**src/rtl/williams_blt_mem_responder.sv**
```systemverilog
// rtl/williams_blt_mem_responder.sv - blitter bus grant and RAM access responder
// Build option WILLIAMS_BLT_NIBBLE_RMW_EN: partial-nibble writes become read-modify-write on byte-only RAM.
module williams_blt_mem_responder #(
    parameter int ADDR_W        = 16,
    parameter int GRANT_SAMPLES = 2
) (
    input  logic              clk,
    input  logic              rst,
    input  logic              en_e_n,
    input  logic              halt,
    output logic              halt_ack,
    output logic              cpu_halt,
    input  logic              cpu_ba,
    input  logic              cpu_bs,
    input  logic              blt_rd,
    input  logic              blt_wr,
    input  logic [ADDR_W-1:0] blt_address,
    input  logic [7:0]        blt_wdata,
    input  logic [1:0]        blt_nibble_en,
    output logic              blt_ack,
    output logic [7:0]        blt_rdata,
    output logic              ram_req,
    output logic              ram_we,
    output logic [1:0]        ram_nwe,
    output logic [ADDR_W-1:0] ram_addr,
    output logic [7:0]        ram_wdata,
    input  logic [7:0]        ram_rdata,
    input  logic              ram_ready
);

    typedef enum logic [2:0] {
        IDLE, GRANT_WAIT, READY, RD, WR, RMW_RD, RMW_WR, ACK
    } state_t;

`ifdef WILLIAMS_BLT_NIBBLE_RMW_EN
    localparam state_t PARTIAL_ST = RMW_RD;
    logic [1:0] nib_q;
`else
    localparam state_t PARTIAL_ST = WR;
`endif

    state_t     state;
    state_t     state_next;
    logic [1:0] grant_cnt;
    logic       halt_lost;
    logic [1:0] nwe_q;
    logic       xfer;
    logic       partial;
    logic       starting;

    assign xfer     = (state == RD) || (state == WR) || (state == RMW_RD) || (state == RMW_WR);
    assign partial  = blt_nibble_en[1] ^ blt_nibble_en[0];
    assign starting = (state == READY) &&
                      ((state_next == RD) || (state_next == WR) || (state_next == RMW_RD));

    always_ff @(posedge clk) begin
        if (rst) begin
            state <= IDLE;
        end else begin
            state <= state_next;
        end
    end

    // A RAM cycle already issued always runs to ram_ready; a lost halt only redirects where it ends.
    always_comb begin
        state_next = state;
        case (state)
            IDLE:       if (halt) state_next = GRANT_WAIT;
            GRANT_WAIT: begin
                if (!halt) begin
                    state_next = IDLE;
                end else if (en_e_n && cpu_ba && cpu_bs &&
                             grant_cnt == 2'(GRANT_SAMPLES - 1)) begin
                    state_next = READY;
                end
            end
            READY: begin
                if (!halt) begin
                    state_next = IDLE;
                end else if (blt_rd) begin
                    state_next = RD;
                end else if (blt_wr) begin
                    if (blt_nibble_en == 2'b00) state_next = ACK;
                    else if (partial)           state_next = PARTIAL_ST;
                    else                        state_next = WR;
                end
            end
            RD, WR, RMW_WR: begin
                if (ram_ready) state_next = (halt_lost || !halt) ? IDLE : ACK;
            end
            RMW_RD: begin
                if (ram_ready) state_next = (halt_lost || !halt) ? IDLE : RMW_WR;
            end
            ACK:        if (en_e_n) state_next = READY;
            default:    state_next = IDLE;
        endcase
    end

    always_comb begin
        cpu_halt = (state != IDLE);
        halt_ack = (state != IDLE) && (state != GRANT_WAIT);
        blt_ack  = (state == ACK);
        ram_req  = xfer;
        ram_we   = (state == WR) || (state == RMW_WR);
        ram_nwe  = ram_we ? nwe_q : 2'b00;
    end

    always_ff @(posedge clk) begin
        if (rst) begin
            grant_cnt <= 2'd0;
            halt_lost <= 1'b0;
            nwe_q     <= 2'b00;
            blt_rdata <= 8'h00;
            ram_addr  <= '0;
            ram_wdata <= 8'h00;
`ifdef WILLIAMS_BLT_NIBBLE_RMW_EN
            nib_q     <= 2'b00;
`endif
        end else begin
            if (state != GRANT_WAIT) begin
                grant_cnt <= 2'd0;
            end else if (en_e_n) begin
                grant_cnt <= (cpu_ba && cpu_bs) ? grant_cnt + 2'd1 : 2'd0;
            end
            halt_lost <= xfer && (halt_lost || !halt);
            if (starting) begin
                ram_addr  <= blt_address;
                ram_wdata <= blt_wdata;
`ifdef WILLIAMS_BLT_NIBBLE_RMW_EN
                nwe_q     <= 2'b11;
                nib_q     <= blt_nibble_en;
`else
                nwe_q     <= blt_nibble_en;
`endif
            end
            if (state == RD && ram_ready) blt_rdata <= ram_rdata;
`ifdef WILLIAMS_BLT_NIBBLE_RMW_EN
            // Merge: keep the blitter's enabled nibbles, take the rest from the byte just read.
            if (state == RMW_RD && ram_ready) begin
                ram_wdata <= {nib_q[1] ? ram_wdata[7:4] : ram_rdata[7:4],
                              nib_q[0] ? ram_wdata[3:0] : ram_rdata[3:0]};
            end
`endif
        end
    end

endmodule

```
**config.mk**
```make
export PLATFORM = sky130hd
export DESIGN_NAME = williams_blt_mem_responder
export DESIGN_NICKNAME = d
export VERILOG_FILES = /design/src/rtl/williams_blt_mem_responder.sv
export SDC_FILE = /design/constraint.sdc
export NUM_CORES = 1
export LEC_CHECK = 0
export CAP_MARGIN = 20
export CELL_PAD_IN_SITES_DETAIL_PLACEMENT = 1
export CELL_PAD_IN_SITES_GLOBAL_PLACEMENT = 1
export CORE_MARGIN = 5
export CORE_UTILIZATION = 31
export DETAILED_ROUTE_END_ITERATION = 10
export GPL_ROUTABILITY_DRIVEN = 0
export PLACE_DENSITY_LB_ADDON = 0.1
export SYNTH_ARGS = -nofsm -noshare
export SYNTH_HDL_FRONTEND = slang
export SYNTH_SLANG_ARGS = --single-unit
```
**constraint.sdc**
```tcl
create_clock -name clk -period 2 [get_ports clk]
set_input_delay 0.2 -clock clk [delete_from_list [all_inputs] [get_ports clk]]
set_output_delay 0.2 -clock clk [all_outputs]
set_load 0.005 [all_outputs]
```
Word-level counts from Yosys, hierarchy flattened
Index checks and enable logic that the tools add are counted.
{ "totals": {"register_bits": 40, "latchBits": 0, "ram_bits": 0, "mem_bits_ro": 0, "inputBits": 43, "memories": 0} }
{ "op_classes": {"add_sub_neg": 1, "multipliers": 0, "n_div": 0, "n_lt_le_gt_ge": 0, "eq_ne": 12, "shift": 0, "n_mux": 15, "bitwise": 0, "n_reduce_logical": 21} }
{ "op_table": {"columns": ["operator", "n"], "rows": [
  ["two-way mux 3 bit", 11],
  ["== test 3 bit (second input constant)", 6],
  ["one-hot mux 3 bit (6 select lines)", 1],
  ["== test 3 x 2 -> 1 bit (second input constant)", 3],
  ["logical AND 1 bit", 8],
  ["logical OR 1 bit", 7],
  ["two-way mux 2 bit", 3],
  ["== test 3 x 1 -> 1 bit (second input constant)", 1],
  ["logical NOT 3 bit", 1],
  ["inequality test 3 x 1 -> 1 bit (second input constant)", 1],
  ["nonzero test 3 bit", 1],
  ["OR reduction 3 bit", 1],
  ["adder 2 x 1 -> 2 bit (second input constant)", 1],
  ["== test 2 x 1 -> 1 bit (second input constant)", 1],
  ["logical NOT 2 bit", 1],
  ["OR reduction 2 bit", 1],
  ["logical NOT 1 bit", 1]
]} }

Logic depth before layout (Yosys ltp)
{ "logic_depth": {"word_depth": 10, "depth_mapped": 9, "mapped_depth_nobuf": 7} }

Worst setup path before layout
No wires, ideal clock.
{ "synth_path": {"kind": "flip-flop to flip-flop", "start": "register state[2]", "end": "register nwe_q[0]", "setup_time_ns": 0.117, "t_arrival_ns": 1.722, "t_required_ns": 1.883, "setup_slack_ns": 0.161, "path_stages_with_launch": 8, "path_buffers": 1, "synth_period_minus_slack_ns": 1.839, "cell_sequence": "dfxtp_1 buf_2 nor3b_4 o21ai_2 a21bo_1 and2_4 or3_1 a32o_1"} }
{ "synth_via": {"elab_chain_len": 8, "elab_cells_between_ends": 25, "classes_between": "eq/ne: 10; mux: 10; reduce/logical: 5"} }
{ "synth_lines": {"columns": ["item", "line_no", "text"], "rows": [
  ["start: declaration", "42", "state_t state;"],
  ["start signal: assignment", "60", "state <= state_next;"],
  ["two-way mux 3 bit", "82", "end else if (blt_wr) begin"],
  ["two-way mux 3 bit", "80", "end else if (blt_rd) begin"],
  ["two-way mux 3 bit", "78", "if (!halt) begin"],
  ["one-hot mux 3 bit (6 select lines)", "67", "case (state)"],
  ["== test 3 x 2 -> 1 bit / == test 3 bit (equally long branches)", "54", "((state_next == RD) || (state_next == WR) || (state_next == RMW_RD));"],
  ["logical OR 1 bit (2 in series)", "54", null],
  ["logical AND 1 bit (*)", "53", "assign starting = (state == READY) &&"],
  ["end signal: assignment", "133", "nwe_q <= blt_nibble_en;"],
  ["end: declaration", "46", "logic [1:0] nwe_q;"]
]} }
Every way passes the cells marked *; elsewhere a longest branch is shown, timed or not.
A chain may end at the register's enable or synchronous reset.

Worst setup path in the final report
{ "layout_path": {"start": "register state[1]", "end": "output port ram_req"} }
{ "layout_via": {"elab_chain_len": 4, "elab_cells_between_ends": 7, "classes_between": "eq/ne: 4; reduce/logical: 3"} }
{ "layout_lines": {"columns": ["item", "line_no", "text"], "rows": [
  ["== test 3 x 2 -> 1 bit / == test 3 bit (equally long branches)", "51", "assign xfer = (state == RD) || (state == WR) || (state == RMW_RD) || (state == RMW_WR);"],
  ["logical OR 1 bit (2 in series)", "51", null],
  ["logical OR 1 bit (*)", "51", null],
  ["end: declaration", "22", "output logic ram_req,"]
]} }
Marked as above.

==> key figures <==
CTS
  – TritonCTS Sinks: 40
  – Inserted Clock Buffers: 5
  – Root buffer cell: clkbuf_8
  – Clock-pin slew on the worst setup and hold paths: about 90 ps
  – CTS tree: built
  – Hold buffers post-CTS: 0
  – CTS H-tree depth: 2
  – CTS max path bufs: 2
  – Postcts setup bufs: 0
  – Clk_lat worst skew: approximately 290 ps

Global route
  – GRT Total Usage: approximately an eighth
  – Wire length of the first global-routing pass: slightly above 9 mm
  – Antenna violations before repair: 0
  – Vias in the first global route: 1916
  – Grt ovf: 0
  – Largest net degree at the start of global routing: 28

Timing
  – RSZ-0062 raised after global routing: false
  – Endpoints failing setup: 0
  – Slew @ Worst Pin: between 400 and 500 ps
  – Tmin final: roughly 1900 ps
  – Layout Skew: between 8 and 9 ps
  – Upper clock frequency limit: around 0.53 GHz
  – Final slew viol count: 0
  – Final Hold Fails: 0
  – Rel. slew slack: between 70 and 80%
  – Part of the cycle the worst path needs: between 90% and 100%

Detailed routing
  – Via density: ~4.7
  – WL/cell: roughly 14 um
  – Vias: 1869
  – Initial DRC Count: 29
  – Routed WL: about 5.6 mm
  – Residual DRC count: 0
  – Post-DRT Antenna Nets: 0
  – Initial DRT Pass Iterations: 4

Pwr
  – PD cells: 513 nW/um^2
  – P_leak: 1.25 nW
  – Maximum vdd drop: around 0.24 mV
  – Total power: about 1.7 mW

Synth
  – Yosys cell types: 44
  – Cell taking the most area after synthesis: dfxtp_1
  – Synth Cell Area: slightly above 2000 um^2
  – Syn Inst Count: around 220
  – Seq/Total Area, Yosys: 38.6%
  – Syn Nets: around 270
  – Synth Flop Type: dfxtp_1
  – Avg Cell Area, Syn: 9.38 um^2
  – Yosys warnings: 0
  – Most area-consuming cells after synthesis: dfxtp_1, o2bb2ai_2, nor2b_1
  – Seq cells post-synth: 40
  – Area share of the largest cell type after synthesis: around two fifths
  – Number of enable flip-flop cells after synthesis: 0
  – Ys async rst share: 0%

Worst setup path
  – Critical path's top delay family: buffers and inverters
  – Critical Path AT: about 1700 ps
  – Setup CP Type: reg -> out
  – Startpoint class of the critical path: register
  – Crit-path max FO: 9
  – CP max stage delay: 530 ps
  – Worst setup EP type: output pin
  – Slowest-stage cell, CP: clkdlybuf4s50_1
  – CP Cell Sequence: nand2_1 -> buf_4 -> xnor2_1 -> clkdlybuf4s50_1
  – Required time worst endpoint: between 1500 and 2000 ps
  – Buf+Inv Stages, Crit Path: 2

Outcome
  – Status: finished clean

Floorplan
  – Die width: a little over 90 um
  – Core area: 6420 um^2
  – Die area: 8420 um^2
  – Rows: 29
  – Chip height: slightly above 90 um
  – Initial core utilization: between 30 and 40%
  – Ports: 82

Finish
  – Most common cell after layout, fill and taps aside: clkdlybuf4s50_1
  – Nets: roughly 360
  – Diode count: 0
  – Area growth from synthesis to layout: 57.4%
  – Most frequent cells in the layout: clkdlybuf4s50_1, dfxtp_1, nor2b_1, inv_1, buf_4
  – Fillers: 750
  – Finished Layout Cells: around 400
  – Layout cell share with drive strength beyond 1: 21.5%
  – Layout Utilization: roughly half

Placement
  – Hpwl dp: 4.18 mm
  – Post-Place Cells: 390
  – Port bufs: 81

Run
  – Max Cap Viol: 0

Hold path
  – Hold WC Path Type: in -> reg
==> final cells by class <==
cell class                      count  area [um^2]  area share, %
Timing Repair Buffer              105         1020           31.3
Clock inverter                      2         38.8           1.19
Clock buffer                        6         82.6           2.53
Multi-Input combinational cell    139         1100           33.9
Tap cell                           77         96.3           2.95
Sequential cell                    40          810           24.8
Inverter                           29          109           3.34
==> per-layer routing <==
metal  vias to the layer above  part of all wire, %  global-route usage (%)
met5                         -                    0                       0
met1                       872                   44                    17.1
met4                         0                 0.79                    3.71
met3                         4                  7.5                    4.99
met2                        51                   47                    21.1
li1                        942                    -                       -
==> Yosys cell counts, types with 2 or more instances <==
| master | n |
|---|---|
| nand2b_1 | 2 |
| inv_1 | 28 |
| and2_1 | 2 |
| mux2i_1 | 3 |
| and3_1 | 3 |
| a32o_1 | 3 |
| buf_2 | 2 |
| a211oi_2 | 2 |
| o21ai_0 | 2 |
| nand3b_1 | 3 |
| clkbuf_1 | 5 |
| o2bb2ai_1 | 4 |
| nor2b_1 | 30 |
| o2bb2ai_2 | 20 |
| nor2_1 | 9 |
| or3_1 | 3 |
| buf_6 | 5 |
| nand2_1 | 20 |
| a21oi_1 | 9 |
| dfxtp_1 | 40 |
| o21ai_2 | 3 |
==> state kept, by name, indices dropped and copies added, names as in the netlist <==
signal     flops
ram_addr      16
nwe_q          2
ram_wdata      8
grant_cnt      2
halt_lost      1
blt_rdata      8
state          3
==> logic make-up after synthesis <==
group	count (synthesis)	synth area share, %
fa+ha+maj	2	1.15
buf+inv	42	9.72
simple gates	81	22.3
xor+xnor	1	0.423
mux	4	1.99
flops	40	38.6
compound gates	51	25.8
==> power breakdown <==
part / internal [mW] / total (mW) / leakage (nW) / switching [mW]
Sequential: 0.795 / 0.798 / 0.324 / 0.00258
Combinational: 0.105 / 0.164 / 0.866 / 0.0595
Clock: 0.408 / 0.710 / 0.0614 / 0.302
==> path summary, 6_finish.rpt <==
| path | from | slack [ps] | depth (start not counted) | endpoint |
|---|---|---|---|---|
| min reg2reg | blt_rdata[2] | 460 | 2 | blt_rdata[2] |
| max reg2reg | state[0] | 120 | 7 | nwe_q[0] |
| min | en_e_n | 310 | 4 | grant_cnt[0] |
| max | state[1] | 100 | 4 | ram_req |
==> per-stage QoR <==
stage	setup WS (ps)	hold slack [ps]	setup TNS (ps)	instance area, um^2
3_5_place_dp	-250	451	-6080	3100
5_1_grt	7.69	371	0	3260
3_3_place_gp	-217	440	-5450	3100
6_report	97.0	312	0	3260
2_1_floorplan	161	327	0	2070
4_1_cts	18.3	436	0	3230
==> repair_timing <==
action,in CTS,in global routing
resized for setup,4,9
pin swaps,0,3
gates cloned,0,0
endpoints found under the setup margin,29,27
==> worst register-to-register path, delay by kind of cell, from the launching register on <==
family / cells / cell delay (ps)
buf+inv: 1 / 150
compound gates: 3 / 550
simple gates: 3 / 710
flops: 1 / 380
Power figures use the tool's default switching activity.
==> variant 1, RTL diff (config.mk and constraints unchanged) <==
Re-encode `state_t` (8 states) as one-hot, 8 bits wide.
--- a/src/rtl/williams_blt_mem_responder.sv
+++ b/src/rtl/williams_blt_mem_responder.sv
@@ -29,6 +29,6 @@
 );
 
-    typedef enum logic [2:0] {
-        IDLE, GRANT_WAIT, READY, RD, WR, RMW_RD, RMW_WR, ACK
+    typedef enum logic [7:0] {
+        IDLE = 8'b00000001, GRANT_WAIT = 8'b00000010, READY = 8'b00000100, RD = 8'b00001000, WR = 8'b00010000, RMW_RD = 8'b00100000, RMW_WR = 8'b01000000, ACK = 8'b10000000
     } state_t;
 
Behaviour: no difference found for any inputs over 10 cycles, from zero or initial values and one cycle with rst high; not proved beyond that.
==> variant 1 against the original RTL <==
Power increased by 37%; synthesized area grew 40%; count of clock-buffer cells in the layout decreased by 1; sequential cell count increased by 5; non-clock buffer count increased by 52; routed wire length is 97% higher; final cell count increased by 44%; largest cell class unchanged; utilization rose by 0.48 points; cell area is 45% higher; the flow now finishes with violations (negative setup slack); worst setup slack got worse by 0.29 ns; via count grew 79%.
==> variant 1: results (changes against the original RTL) <==
** Power and ir drop
- Relative contribution of the clock network to total power :: 24.9% (was 42.5%)
- The static leakage power is 1.72 nW (was 1.25 nW).
- Switching power summed over all nets :: 684 uW (was 364 uW)
- Maximum VDD drop :: 234 uV (was 237 uV)
- Sequential power share :: 46.0% (was 47.7%)

** Outcome
- Result of the run: finished with violations (was complete, no violations).
- Violations in the final reports :: negative setup slack

** Final layout
- The layout net count is 506 (was 364).
- The count of fill cells added during filler insertion is 1031 (was 750).
- Layout cell share with drive strength beyond 1 :: 33.8% (was 21.5%)

** Clock network
- Latest clock arrival within the worst-skew pair :: 0.31 ns (was 0.29 ns)
- Setup Fix Bufs, Post-CTS :: 13 (was 0)

** Setup path
- The origin of the critical flop-to-flop path is state[0]$_SDFF_PP1_ (was state[0]$_SDFF_PP0_).
- The peak per-stage delay on the critical path was 0.59 ns (was 0.53 ns).
- The arrival time of the worst setup path was 2.38 ns (was 1.70 ns).
- The maximum fanout count along the critical path is 6 (was 9).

** Timing
- The final critical-path setup slack came to -0.197 ns (was 0.0970 ns).
- The slew at the pin closest to its max-slew limit was 0.673 ns (was 0.403 ns).
- The count of final setup violators is 31 (was 0).

** Synthesis
- Area fraction in compound gates after synthesis :: 28.9% (was 25.8%)
- Adder-cell share of the synthesized area :: 0.431% (was 1.15%)
- Xor and xnor fraction of the mapped netlist area :: 0.603% (was 0.423%)
- The net count after synthesis came to 387 (was 265).
- Cell types with the highest counts after synthesis: sky130_fd_sc_hd__nand2_1 (59), sky130_fd_sc_hd__dfxtp_1 (45), sky130_fd_sc_hd__a221oi_1 (27), sky130_fd_sc_hd__a32oi_1 (27), sky130_fd_sc_hd__nand4_1 (27) (was sky130_fd_sc_hd__dfxtp_1 (40), sky130_fd_sc_hd__nor2b_1 (30), sky130_fd_sc_hd__inv_1 (28), sky130_fd_sc_hd__nand2_1 (20), sky130_fd_sc_hd__o2bb2ai_2 (20)).
- Share of synthesized area occupied by flip-flops and latches :: 31.0% (was 38.6%)
- Post-synthesis mux area share :: 3.15% (was 1.99%)

** Detailed routing
- The detailed-route wire length on metal 1 is 4920 um (was 2450 um).
- Average via count per standard cell :: 5.85 (was 4.70)
- The initial detailed-routing violation count came to 105 (was 29).
- Detail-routed net length per standard cell :: 19.1 um (was 14.0 um)
- Routed met2 length :: 5320 um (was 2640 um)

** Min path
- End of the worst hold path :: halt_lost$_SDFF_PP0_ (was grant_cnt[0]$_SDFFE_PP0P_)
- Hold Crit Depth :: 1 (was 4)
- Hold_sp :: halt_lost$_SDFF_PP0_ (was en_e_n)

** Global route
- The largest net degree at the start of global routing came to 55 (was 28).
- All-layer global routing usage :: 18.1% (was 13.4%)
- Vias in the first global route :: 3430 (was 1916)
- The met1 layer usage reported by global route was 23.5% (was 17.1%).
[variant 1: cell types whose count changed in the layout (fill, tap and decap cells not counted), moves of 14 or more]
cell and change:
sky130_fd_sc_hd__a32oi_1 +18, sky130_fd_sc_hd__nand2_1 +35, sky130_fd_sc_hd__nor2b_1 -26, sky130_fd_sc_hd__buf_4 +33
sky130_fd_sc_hd__o2bb2ai_2 -20, sky130_fd_sc_hd__o311ai_1 +25, sky130_fd_sc_hd__a221oi_2 +14, sky130_fd_sc_hd__inv_1 -22
sky130_fd_sc_hd__nand4_1 +26
[variant 1: cell type report]
class	count	share of cell area [%]
well taps	111	2.95
flip-flops and latches	45	19.3
inverters	8	0.637
clock inverters	1	0.106
clock buffers	5	1.46
multi-input cells	245	41.7
repair buffers	157	33.8
[variant 1: through the flow]
stage / cells / setup WS [ns] / instance area, um^2 / hold slack (ns) / setup TNS [ns]
2_1_floorplan: 343 / -0.161 / 2930 / 0.270 / -3.94
3_3_place_gp: 544 / -0.201 / 4080 / 0.458 / -5.27
3_5_place_dp: 544 / -0.258 / 4080 / 0.465 / -6.84
4_1_cts: 564 / -0.119 / 4400 / 0.466 / -2.96
5_1_grt: 572 / -0.246 / 4710 / 0.495 / -6.68
6_report: 572 / -0.197 / 4710 / 0.481 / -4.18
[variant 1: worst reg2reg max path, stage by stage (launching register included)]
cell,delay (ns)
sky130_fd_sc_hd__dfxtp_2,0.33
sky130_fd_sc_hd__or4_4,0.59
sky130_fd_sc_hd__a2111oi_4,0.36
sky130_fd_sc_hd__buf_6,0.22
sky130_fd_sc_hd__clkbuf_16,0.17
sky130_fd_sc_hd__a221oi_1,0.09
sky130_fd_sc_hd__a32oi_1,0.21
sky130_fd_sc_hd__o311ai_1,0.12
==> variant 2, RTL diff (config.mk and constraints unchanged) <==
Without the edit above. Add a define of `WILLIAMS_BLT_NIBBLE_RMW_EN`.
--- a/src/rtl/williams_blt_mem_responder.sv
+++ b/src/rtl/williams_blt_mem_responder.sv
@@ -1,4 +1,6 @@
 // rtl/williams_blt_mem_responder.sv - blitter bus grant and RAM access responder
 // Build option WILLIAMS_BLT_NIBBLE_RMW_EN: partial-nibble writes become read-modify-write on byte-only RAM.
+`define WILLIAMS_BLT_NIBBLE_RMW_EN
+
 module williams_blt_mem_responder #(
     parameter int ADDR_W        = 16,
Function: changed (a bounded check fails within 10 cycles, from zero or initial values and one cycle with rst high).
==> variant 2 against the original RTL <==
The flow now finishes with violations (negative setup slack); power up 7.7%; worst hold slack better by 0.15 ns; synthesized area shrank 5.9%; non-clock buffer count up 6; sequential cell count rose by 1; first-iteration DRC count increased by 14%; sequential power is 2% higher; worst setup slack lost 0.15 ns; cell area hardly changed; routed wire length rose by 2.5%; critical endpoint is now ram_addr[4]$_SDFFE_PP0P_; largest cell class is now non-clock buffers.
==> variant 2: results (changes against the original RTL) <==
** Outcome
- Result of the run: finished with violations (was complete, no violations).
- The final reports fail on negative setup slack.

** Synthesis
- Share of synthesized area occupied by flip-flops and latches :: 42.1% (was 38.6%)
- Cell types with the highest counts after synthesis: sky130_fd_sc_hd__dfxtp_1 (41), sky130_fd_sc_hd__nor2_1 (35), sky130_fd_sc_hd__mux2i_1 (21), sky130_fd_sc_hd__nand2_1 (20), sky130_fd_sc_hd__a21oi_1 (14) (was sky130_fd_sc_hd__dfxtp_1 (40), sky130_fd_sc_hd__nor2b_1 (30), sky130_fd_sc_hd__inv_1 (28), sky130_fd_sc_hd__nand2_1 (20), sky130_fd_sc_hd__o2bb2ai_2 (20)).
- The synthesized-area fraction occupied by xor and xnor cells was 0.449% (was 0.423%).
- The number of standard cells after synthesis was 211 (was 221).
- Net count after synthesis :: 255 (was 265)
- The number of different library cells in the post-synthesis netlist came to 42 (was 44).

** Final layout
- Filler Cell Count :: 716 (was 750)
- Final non-filler cell total :: 391 (was 398)

** Global route
- Met3 track utilization from global routing :: 4.79% (was 4.99%)
- Wire length of the first global-routing pass :: 9070 um (was 9260 um)
- GR Layer Usage met2 :: 24.2% (was 21.1%)
- Vias in the first global route :: 1892 (was 1916)
- All-layer global routing usage :: 14.6% (was 13.4%)

** Place
- The post-placement cell area is 2980 um^2 (was 3100 um^2).
- The cell count after placement was 379 (was 390).
- Final HPWL DP :: 4290 um (was 4180 um)
- Post-placement worst setup slack :: -0.313 ns (was -0.250 ns)

** Timing
- The final critical-path setup slack is -0.0496 ns (was 0.0970 ns).
- The count of final setup violators came to 5 (was 0).
- Setup TNS after final layout :: -0.0699 ns (was 0 ns)

** Detailed routing
- Total number of vias :: 1839 (was 1869)
- Number of design-rule violations left by the first detailed-router iteration :: 33 (was 29)
- The detailed-route wire length on metal 1 is 2490 um (was 2450 um).
- The final routed wire length divided by cell count came to 14.6 um (was 14.0 um).

** Setup path
- The peak per-stage delay on the critical path was 0.37 ns (was 0.53 ns).
- R2R depth :: 9 (was 7)

** Min path
- Kind of path behind the tightest hold check :: reg2reg (was in2reg)
- The count of cells along the worst hold path is 2 (was 4).

** Power and ir drop
- The peak supply drop came to 307 uV (was 237 uV).
variant 2: cell count changes after synthesis, moves of 3 or more:
cell / change
sky130_fd_sc_hd__o21ai_2: -3
sky130_fd_sc_hd__mux2i_1: +18
sky130_fd_sc_hd__a21oi_1: +5
sky130_fd_sc_hd__o2bb2ai_2: -20
sky130_fd_sc_hd__o2bb2ai_1: -4
sky130_fd_sc_hd__nor2_1: +26
sky130_fd_sc_hd__nor2b_1: -27
sky130_fd_sc_hd__a211oi_1: +4
sky130_fd_sc_hd__inv_1: -23
sky130_fd_sc_hd__mux2_2: +9
sky130_fd_sc_hd__a32o_1: -3
variant 2: repair_timing:
action,CTS,global route
setup buffers,4,1
cloned,2,0
hold buffers,0,0
gates resized for setup,18,11
setup endpoints to repair,23,29
pin swaps,11,7
variant 2: area by class of cell:
type / instances / area (um^2) / share of cell area (%)
well taps: 77 / 96.3 / 2.95
flip-flops and latches: 41 / 832 / 25.5
multi-input cells: 149 / 1070 / 33.0
clock buffers: 5 / 68.8 / 2.11
inverters: 5 / 18.8 / 0.576
clock inverters: 3 / 68.8 / 2.11
repair buffers: 111 / 1100 / 33.8
variant 2: power breakdown:
group | switching, mW | internal (mW)
logic | 0.0554 | 0.110
registers | 0.00206 | 0.815
clock network | 0.316 | 0.503
variant 2: final timing paths:
check,end,slack (ns),start
setup reg to reg,ram_addr[4]$_SDFFE_PP0P_,-0.05,state[0]$_SDFF_PP0_
hold / removal,blt_rdata[3]$_SDFFE_PP0P_,0.46,blt_rdata[3]$_SDFFE_PP0P_
setup / recovery,ram_addr[4]$_SDFFE_PP0P_,-0.05,state[0]$_SDFF_PP0_
hold reg to reg,blt_rdata[3]$_SDFFE_PP0P_,0.46,blt_rdata[3]$_SDFFE_PP0P_
